### src/rtl/midi_note_receiver.sv
// MIDI serial receiver (8N1) with a running-status parser that emits one pulse per
// accepted note-on carrying key and velocity.
//
// state   | meaning
// S_IDLE  | line idle, waiting for a falling edge
// S_START | half-bit wait, confirming the start bit
// S_DATA  | sampling 8 data bits at bit centres, LSB first
// S_STOP  | sampling the stop bit; a good byte goes to the parser
module midi_note_receiver #(
  parameter int CLK_FREQ_HZ = 100_000_000,
  parameter int BAUD_RATE   = 31250,
  parameter int CHANNEL_EN  = 1,
  parameter int CHANNEL     = 9
) (
  input  logic       clk,
  input  logic       rst_n,
  input  logic       midi_din,
  output logic [6:0] midi_key,
  output logic [6:0] midi_vel,
  output logic       midi_dout_valid,
  output logic       framing_err
);

  localparam int BIT_CYCLES = CLK_FREQ_HZ / BAUD_RATE;
  localparam int CW         = (BIT_CYCLES > 1) ? $clog2(BIT_CYCLES) : 1;
  localparam logic [CW-1:0] FULL_M1 = CW'(BIT_CYCLES - 1);
  localparam logic [CW-1:0] HALF_M1 = CW'(BIT_CYCLES / 2 - 1);

  typedef enum logic [1:0] {S_IDLE, S_START, S_DATA, S_STOP} rx_state_t;
  typedef enum logic [2:0] {RS_NONE, RS_NOTE_ON, RS_NOTE_OFF, RS_OTHER1, RS_OTHER2} run_status_t;

  rx_state_t   state;
  run_status_t rs, rs_nxt;
  logic [CW-1:0] cnt;
  logic [2:0]  bit_idx;
  logic [7:0]  shreg;
  logic        idx, idx_nxt;
  logic [6:0]  key_lat, key_lat_nxt;
  logic        hit;
  logic        chan_ok;

  // Parser next-state from the completed byte; committed only on a good stop bit.
  always_comb begin
    rs_nxt      = rs;
    idx_nxt     = idx;
    key_lat_nxt = key_lat;
    hit         = 1'b0;
    chan_ok     = (CHANNEL_EN == 0) || (shreg[3:0] == 4'(CHANNEL));
    if (shreg[7:3] == 5'b11111) begin
      rs_nxt = rs;
    end else if (shreg[7:4] == 4'hF) begin
      rs_nxt  = RS_NONE;
      idx_nxt = 1'b0;
    end else if (shreg[7]) begin
      idx_nxt = 1'b0;
      case (shreg[7:4])
        4'h9:       rs_nxt = chan_ok ? RS_NOTE_ON : RS_OTHER2;
        4'h8:       rs_nxt = chan_ok ? RS_NOTE_OFF : RS_OTHER2;
        4'hC, 4'hD: rs_nxt = RS_OTHER1;
        default:    rs_nxt = RS_OTHER2;
      endcase
    end else begin
      case (rs)
        RS_NOTE_ON: begin
          if (!idx) begin
            key_lat_nxt = shreg[6:0];
            idx_nxt     = 1'b1;
          end else begin
            idx_nxt = 1'b0;
            hit     = (shreg[6:0] != 7'd0);
          end
        end
        RS_NOTE_OFF, RS_OTHER2: idx_nxt = ~idx;
        default:                idx_nxt = idx;
      endcase
    end
  end

  always_ff @(posedge clk or negedge rst_n) begin
    if (!rst_n) begin
      state           <= S_IDLE;
      rs              <= RS_NONE;
      cnt             <= '0;
      bit_idx         <= 3'd0;
      shreg           <= 8'd0;
      idx             <= 1'b0;
      key_lat         <= 7'd0;
      midi_key        <= 7'd0;
      midi_vel        <= 7'd0;
      midi_dout_valid <= 1'b0;
      framing_err     <= 1'b0;
    end else begin
      midi_dout_valid <= 1'b0;
      framing_err     <= 1'b0;
      case (state)
        S_IDLE: begin
          if (!midi_din) begin
            state <= S_START;
            cnt   <= HALF_M1;
          end
        end
        S_START: begin
          if (cnt != '0) begin
            cnt <= cnt - CW'(1);
          end else if (!midi_din) begin
            state   <= S_DATA;
            cnt     <= FULL_M1;
            bit_idx <= 3'd0;
          end else begin
            state <= S_IDLE;
          end
        end
        S_DATA: begin
          if (cnt != '0) begin
            cnt <= cnt - CW'(1);
          end else begin
            shreg   <= {midi_din, shreg[7:1]};
            cnt     <= FULL_M1;
            bit_idx <= bit_idx + 3'd1;
            if (bit_idx == 3'd7) state <= S_STOP;
          end
        end
        S_STOP: begin
          if (cnt != '0) begin
            cnt <= cnt - CW'(1);
          end else begin
            state <= S_IDLE;
            if (midi_din) begin
              rs      <= rs_nxt;
              idx     <= idx_nxt;
              key_lat <= key_lat_nxt;
              if (hit) begin
                midi_key        <= key_lat;
                midi_vel        <= shreg[6:0];
                midi_dout_valid <= 1'b1;
              end
            end else begin
              framing_err <= 1'b1;
              rs          <= RS_NONE;
              idx         <= 1'b0;
            end
          end
        end
        default: state <= S_IDLE;
      endcase
    end
  end

endmodule

### config.mk
export PLATFORM = sky130hd
export DESIGN_NAME = midi_note_receiver
export DESIGN_NICKNAME = d
export VERILOG_FILES = /design/src/rtl/midi_note_receiver.sv
export SDC_FILE = /design/constraint.sdc
export NUM_CORES = 1
export LEC_CHECK = 0
export ABC_CLOCK_PERIOD_IN_PS = 4900
export BUFFER_PORTS_ARGS = -buffer_cell sky130_fd_sc_hd__buf_4
export CAP_MARGIN = 20
export CORE_UTILIZATION = 42
export CTS_CLUSTER_SIZE = 40
export DETAILED_ROUTE_END_ITERATION = 16
export GPL_ROUTABILITY_DRIVEN = 1
export SETUP_SLACK_MARGIN = 0.05
export SYNTH_ARGS = -nofsm -noshare
export SYNTH_HDL_FRONTEND = slang
export SYNTH_SLANG_ARGS = --single-unit
export TNS_END_PERCENT = 5
### constraint.sdc
create_clock -name clk -period 4.9 [get_ports clk]
set_clock_uncertainty 0.15 [all_clocks]
set_input_delay 0.735 -clock clk [delete_from_list [all_inputs] [get_ports clk]]
set_output_delay 0.735 -clock clk [all_outputs]
set_load 0.05 [all_outputs]
======== After elaboration in Yosys (flattened, before gate mapping) ========
Cells that the tools add are included.
word-level totals
  register bits ........................... 52
  output and inout bits ................... 16
  word-level logic and storage cells ...... 99
cells by class
  $add $sub $neg .......................... 2
  eq/ne operators ......................... 25
  multiplexer cells ....................... 42
  bitwise gates (word level) .............. 5
  reduce and logical (&&, ||, !) cells .... 14
operators with widths
  operator                 count
  $mux W12                 5
  $pmux W12 S4             1
  $mux W3                  9
  $eq A4 B4 Y1 const B     6
  $mux W1                  17
  $ne A2 B2 Y1 const B     8
  $reduce_and A4 Y1        4
  $mux W2                  6
  $reduce_bool A12 Y1      1
  $sub A12 B1 Y12 const B  1
  $pmux W3 S3              1
  $pmux W2 S4              1
  $reduce_and A8 Y1        1
  $reduce_bool A7 Y1       1
  $eq A3 B3 Y1 const B     2
  $pmux W3 S2              1
  $eq A5 B5 Y1 const B     1
  $ne A5 B1 Y1 const B     1
  $not A1 Y1               5
  $reduce_and A5 Y1        1
  $eq A2 B2 Y1 const B     2
  $reduce_or A2 Y1         2
  $add A3 B1 Y3 const B    1
  $eq A3 B1 Y1 const B     1
  9 further kinds          9

======== Logic depth before layout (Yosys ltp) ========
Gate-level depths: netlist of run 1.
  depth after elaboration ................. 10
  mapped depth ............................ 8
  gate-level depth less buffers ........... 6

======== Worst setup path before layout of run 1 ========
No wires, ideal clock.
  kind .................................... register -> register
  from .................................... reg cnt[0]
  to ...................................... reg midi_key[0]
  library setup time ...................... 0.125 ns
  arrival ................................. 2.078 ns
  required time ........................... 4.625 ns
  slack ................................... 2.547 ns
  cell stages (with the launch flop) ...... 9
  clock period less this slack ............ 2.353 ns
  path through ............................ dfrtp_1 -> inv_1 -> ha_1 -> nor4b_2 -> nand4_1 -> or3_1 -> buf_2 -> buf_6 -> mux2_4
between the ends
  cells in the longest elaborated chain, start to end .. 3
ends and longest elaborated chain
  what                         line  text
  start, declared              34    logic [CW-1:0] cnt;
  start signal, assigned       104   cnt <= cnt - CW'(1);
  start signal, assigned       115   cnt <= cnt - CW'(1);
  start signal, assigned       125   cnt <= cnt - CW'(1);
  $reduce_bool A12 Y1          124   if (cnt != '0) begin
  $not A1 Y1 (no line)         -
  $reduce_and A4 Y1 (no line)  -
  end signal, assigned         133   midi_key <= key_lat;
  end, declared                18    output logic [6:0] midi_key,
No other way between the ends.
A chain may end at the register's enable or synchronous reset.

======== Final worst setup path of run 1 ========
  from .................................... reg cnt[1]
  to ...................................... reg midi_vel[4]
between the ends
  cells in the longest elaborated chain, start to end .. 3
ends and longest elaborated chain
  what                         line  text
  $reduce_bool A12 Y1          124
  $not A1 Y1 (no line)         -
  $reduce_and A4 Y1 (no line)  -
  end signal, assigned         134   midi_vel <= shreg[6:0];
  end, declared                19    output logic [6:0] midi_vel,
No other way between the ends.

==> results.cfg, run 1 <==
[timing]
timing.fmax_mhz = 364
relSlewSlack_pct = 47.4
drv_slew = 0
hold_slack_ps = 299
setup_violations = 0
final.setup.tns_ps = 0
period_minus_slack_ps = 2750
hold_violations = 0
worstMarginPinSlew_ps = 787
period_share_pct = 56.0
rsz0062_at_grt = false

[die]
num_rows = 29
fp.dieArea_sq_um = 6960
dieWidth_microns = 83.4
start_util_pct = 43.6
dieHeight_microns = 83.4
pin_count = 19
core_area_sq_um = 6390

[logic_synthesis]
synth_cell_type_count = 60
synth_fp_nets = 247
synthCells = 235
synth-simple-area-share_pct = 13.1
synth_largest_area_cell = dfrtp_1
synth_warnings = 0
yosysSeqAreaShare_pct = 46.7
synth.most_common_cell = dfrtp_1
synth_top_family_by_area = compound AO/OA/AOI/OAI gates
ys_top_cells_by_count = dfrtp_1 (52), a21oi_1 (14), mux2_2 (12)
async_reset_ff_share_pct = 100
synthXorXnorAreaFrac_pct = 0.314
avgSynthCellArea_sq_um = 11.9
synth_top_area_share_pct = 46.7
synth-edff-count = 0
synth.cell_area_sq_um = 2790
synth_compound_area_share_pct = 16.4
ys_seq_elements = 52
muxShareOfSynthArea_pct = 15.0
synth_area_leaders = dfrtp_1 (47%), mux2_4 (5.4%), mux2_2 (4.9%)
synth_flop_cell = dfrtp_1
synth_fa_ha_area_share_pct = 4.04

[clock_network]
holdBufCountCts = 0
clkTransAtPathRegs_ps = 100
root_buffer = clkbuf_8
cts_tree = done
numCtsBuffers = 5
post_cts_buffers = 0
cts.path.max_buffers = 2
ctsResizeCount = 0
cts.sinks = 52
htreeDepth = 2
clkLatencyLatePin_ps = 300

[power_and_ir_drop]
p_per_area_nw_per_um2 = 396
power_uw = 1210
irDropWorstVdd_v = 0.000243
leakage_uw = 0.00143

[global_routing]
grt_max_degree = 53
grt_pass1_wl_microns = 9120
use_met2_pct = 26.1
met1_usage_pct = 22.1
antenna_found_initial = 0
grt.busiest_layer = met2
use_met3_pct = 3.28
grt_overflow = 0
grt_pass1_vias = 1865
grtUsageTotal_pct = 16.3

[drt]
drtIter0Drc = 83
wl_per_cell_microns = 16.0
vias = 1881
drc_errors = 0
totalWireLength_microns = 5220
drt_first_pass_iters = 4
via_per_inst = 5.75
antenna_left = 0

[job]
max_cap_viol_count = 0

[placement]
port_buffers = 18
gp_congestion = 0.783
placed_cells = 319
dp_hpwl_microns = 3710

[critical_path]
crit_path_end_kind = flip-flop
cp_max_fo = 14
cp.required_ps = 4950
criticalPathCategory = reg -> reg
cp_data_arrival_time_ps = 2790
start_kind = flip-flop

[layout]
fillers = 592
drive_gt1_share_pct = 24.0
multi_input_area_sq_um = 1360
area_delta_synth_final_pct = 9.39
final-seq-area_sq_um = 1300
nets = 261
antenna_cells = 0
utilization_pct = 47.7
final-instance-count-excl-fill = 327

[hold_path]
hp-class = in -> async

[status]
status = finished, final reports clean
cells in the final DEF, fill, tap and decap left out, types with 2 or more instances in the layout:
master,count
dfrtp_1,52
buf_4,18
a21oi_1,14
mux2_2,12
inv_1,11
mux2_1,11
nor2_1,10
mux2_4,10
ha_1,9
o21ai_0,8
nand2_1,7
nor3_1,6
o22a_1,5
clkbuf_8,5
nand3_1,4
or4_1,4
nor4_1,4
o41ai_1,3
nand4_1,3
nand2b_1,3
a22o_1,3
or3_1,2
a41oi_1,2
a31oi_1,2
a221oi_1,2
o211ai_1,2
a211o_1,2
o21ai_1,2
metal layers:
metal	up-vias	share of wire, %
li1	921	-
met1	924	49
met2	30	46
met3	6	3.1
met4	0	1.1
met5	-	0
worst max-delay path, stage by stage, from the launching register on:
cell and delay [ps]:
dfrtp_1 400, inv_1 130, ha_1 180, nor4b_2 390, nand4_1 220, or3_1 730
mux2_1 430
power breakdown:
| part | leakage [uW] | internal, uW | switching [uW] | total (uW) |
|---|---|---|---|---|
| Clock | 0.0000558 | 154 | 141 | 296 |
| Combinational | 0.000674 | 159 | 218 | 377 |
| Sequential | 0.000699 | 470 | 64.2 | 534 |
| Total | 0.00143 | 783 | 424 | 1210 |
sequential cells by signal (all words and copies together) (netlist names), named ones only:
name and flops:
state 1, key_lat 7, rs 3, bit_idx 3
cnt 12, midi_dout_valid 1, idx 1, framing_err 1
shreg 8, midi_vel 7, midi_key 7
per-stage QoR:
step / cell area [sq um] / setup WS (ps)
2_1_floorplan: 2790 / 2550
3_3_place_gp: 2940 / 2100
3_5_place_dp: 2940 / 2080
4_1_cts: 3050 / 2130
5_1_grt: 3050 / 1950
6_report: 3050 / 2150
logic make-up (layout without fill, tap and decap cells):
| family | count (synthesis) | count (layout) |
|---|---|---|
| compound gates | 60 | 60 |
| xor+xnor | 1 | 1 |
| fa+ha+maj | 9 | 9 |
| buf+inv | 22 | 37 |
| flops | 52 | 52 |
| mux | 34 | 34 |
| simple gates | 57 | 57 |
worst paths after layout:
kind,startpoint,endpoint,slack (ps),cells past startpoint
max reg2reg,cnt[1]$_DFFE_PN0P_,midi_vel[4]$_DFFE_PN0P_,2150,6
min in group clk,key_lat[5]$_DFFE_PN0P_,midi_key[5]$_DFFE_PN0P_,340,1
min reg2reg,key_lat[5]$_DFFE_PN0P_,midi_key[5]$_DFFE_PN0P_,340,1
max,cnt[1]$_DFFE_PN0P_,midi_vel[4]$_DFFE_PN0P_,2150,6
max in group asynchronous,rst_n,cnt[4]$_DFFE_PN0P_,3870,1
min,rst_n,midi_key[2]$_DFFE_PN0P_,300,1
cell type report:
| type | count | area share (%) |
|---|---|---|
| clock inverter | 2 | 1.27 |
| multi-input combinational | 161 | 44.7 |
| clock buffer | 6 | 2.38 |
| sequential | 52 | 42.7 |
| timing repair buffer | 18 | 4.44 |
| tap | 77 | 3.16 |
| inverter | 11 | 1.36 |
Power figures use the tool's default switching activity.
==> run 2: changes to the inputs <==
- ABC_CLOCK_PERIOD_IN_PS: 4900 -> 2800
- clock period: 4.9 -> 2.8 ns (I/O delays scaled with it)
==> results.cfg, run 2 (synthesis results as in run 1) <==
[status]
status = finished with violations
violations = hold timing

[drt]
drt_first_pass_iters = 5
vias = 1962
wl_per_cell_microns = 16.4
antenna_left = 0
drtIter0Drc = 92
drc_errors = 0
via_per_inst = 5.82
totalWireLength_microns = 5540

[timing]
timing.fmax_mhz = 390
final.setup.tns_ps = 0
relSlewSlack_pct = 55.4
period_minus_slack_ps = 2560
rsz0062_at_grt = false
worstMarginPinSlew_ps = 669
setup_violations = 0
hold_slack_ps = -19.6
drv_slew = 0
period_share_pct = 91.5
hold_violations = 21

[clock_network]
clkLatencyLatePin_ps = 300
post_cts_buffers = 0
ctsResizeCount = 0
clkTransAtPathRegs_ps = 100
cts.path.max_buffers = 2
holdBufCountCts = 0
htreeDepth = 2
numCtsBuffers = 5
cts_tree = done
root_buffer = clkbuf_8
cts.sinks = 52

[critical_path]
start_kind = flip-flop
cp_cell_sequence = inv_1 -> ha_1 -> nor4b_2 -> nand4_1 -> or3_1 -> buf_4 -> mux2_1
criticalPathCategory = reg -> reg
cp_num_buf_inv = 2
critPathSlowestCell = nor4b_2
cp_slowest_stage_delay_ps = 440
cp.required_ps = 2850
cp_data_arrival_time_ps = 2610
cp_max_fo = 14
crit_path_end_kind = flip-flop
cp_top_family = simple AND/OR/NAND/NOR gates

[job]
max_cap_viol_count = 0

[die]
start_util_pct = 43.6
dieWidth_microns = 83.4
fp.dieArea_sq_um = 6960
core_area_sq_um = 6390
pin_count = 19
num_rows = 29
dieHeight_microns = 83.4

[power_and_ir_drop]
p_per_area_nw_per_um2 = 674
p_sw_share_pct = 36.8
power_uw = 2090
internal_power_uw = 1320
irDropWorstVdd_v = 0.000554
p_clk_share_pct = 20.4
leakage_uw = 0.00146
power_frac_seq_pct = 43.1
power.switching_uw = 768
pwr-share-comb_pct = 36.5

[global_routing]
antenna_found_initial = 0
grt_max_degree = 53
grtUsageTotal_pct = 16.6
grt_pass1_vias = 1881
grt_overflow = 0
grt_pass1_wl_microns = 9230

[layout]
reg_top3 = cnt: 12 flops, shreg: 8 flops
multi_input_area_sq_um = 1360
layout_common_cells = dfrtp_1 (52), buf_4 (28), a21oi_1 (14)
nets = 271
largest_reg_flops = 12
final_common_cell = dfrtp_1
area_delta_synth_final_pct = 11.3
drive_gt1_share_pct = 26.9
fillers = 577
largest_register = cnt
final-seq-area_sq_um = 1300
antenna_cells = 0

[hold_path]
hp-class = in -> async

[placement]
port_buffers = 18
dp_hpwl_microns = 3830
gp_congestion = 0.818
## run 2: path summary, 6_finish.rpt
check                                        from                      end  slack, ps  cells past startpoint
max                            cnt[1]$_DFFE_PN0P_  midi_key[5]$_DFFE_PN0P_        240                      7
min                                         rst_n  midi_key[6]$_DFFE_PN0P_        -20                      1
max reg2reg                    cnt[1]$_DFFE_PN0P_  midi_key[5]$_DFFE_PN0P_        240                      7
min reg2reg                key_lat[5]$_DFFE_PN0P_  midi_key[5]$_DFFE_PN0P_        350                      1
max in group asynchronous                   rst_n    framing_err$_DFF_PN0_       2050                      1
min in group clk                         midi_din    framing_err$_DFF_PN0_        240                      2
## run 2: per-stage QoR
step	std cells	utilization, %	instance area [sq um]	hold WS [ps]	setup slack (ps)
floorplan	235	-	2790	-25.6	447
global placement	329	47.1	3010	321	305
detailed placement	329	47.1	3010	331	248
CTS	337	48.5	3100	13.6	245
global route	337	48.5	3100	42.7	83.9
finish	337	48.5	3100	-19.6	239
## run 2: power by group through the flow
stage	combinational, uW	sequential (uW)	clock, uW
floorplan	610	897	0
global placement	751	913	0
detailed placement	746	915	0
CTS	751	899	452
global route	842	915	470
finish	761	900	427
## run 2: cell type report
type	count	share of cell area, %
inverter	11	1.33
timing repair buffer	28	6.78
sequential	52	42.0
clock inverter	2	0.525
multi-input combinational	161	43.9
tap	77	3.11
clock buffer	6	2.34
## run 2: worst reg2reg max path: stages (launching register included)
cell and delay [ps]:
dfrtp_1 400, inv_1 140, ha_1 170, nor4b_2 440
nand4_1 220, or3_1 380, buf_4 220, mux2_1 330
## run 2: per-layer routing
metal  share of wire [%]  up-vias  routed length, microns  GRT usage [%]
met1                  48      963                    2690           23.4
met4                 1.3        0                      74           5.39
met2                  47       43                    2590           26.0
li1                    -      945                       -              -
met5                   0        -                       0              0
met3                 3.3       11                     183           2.68
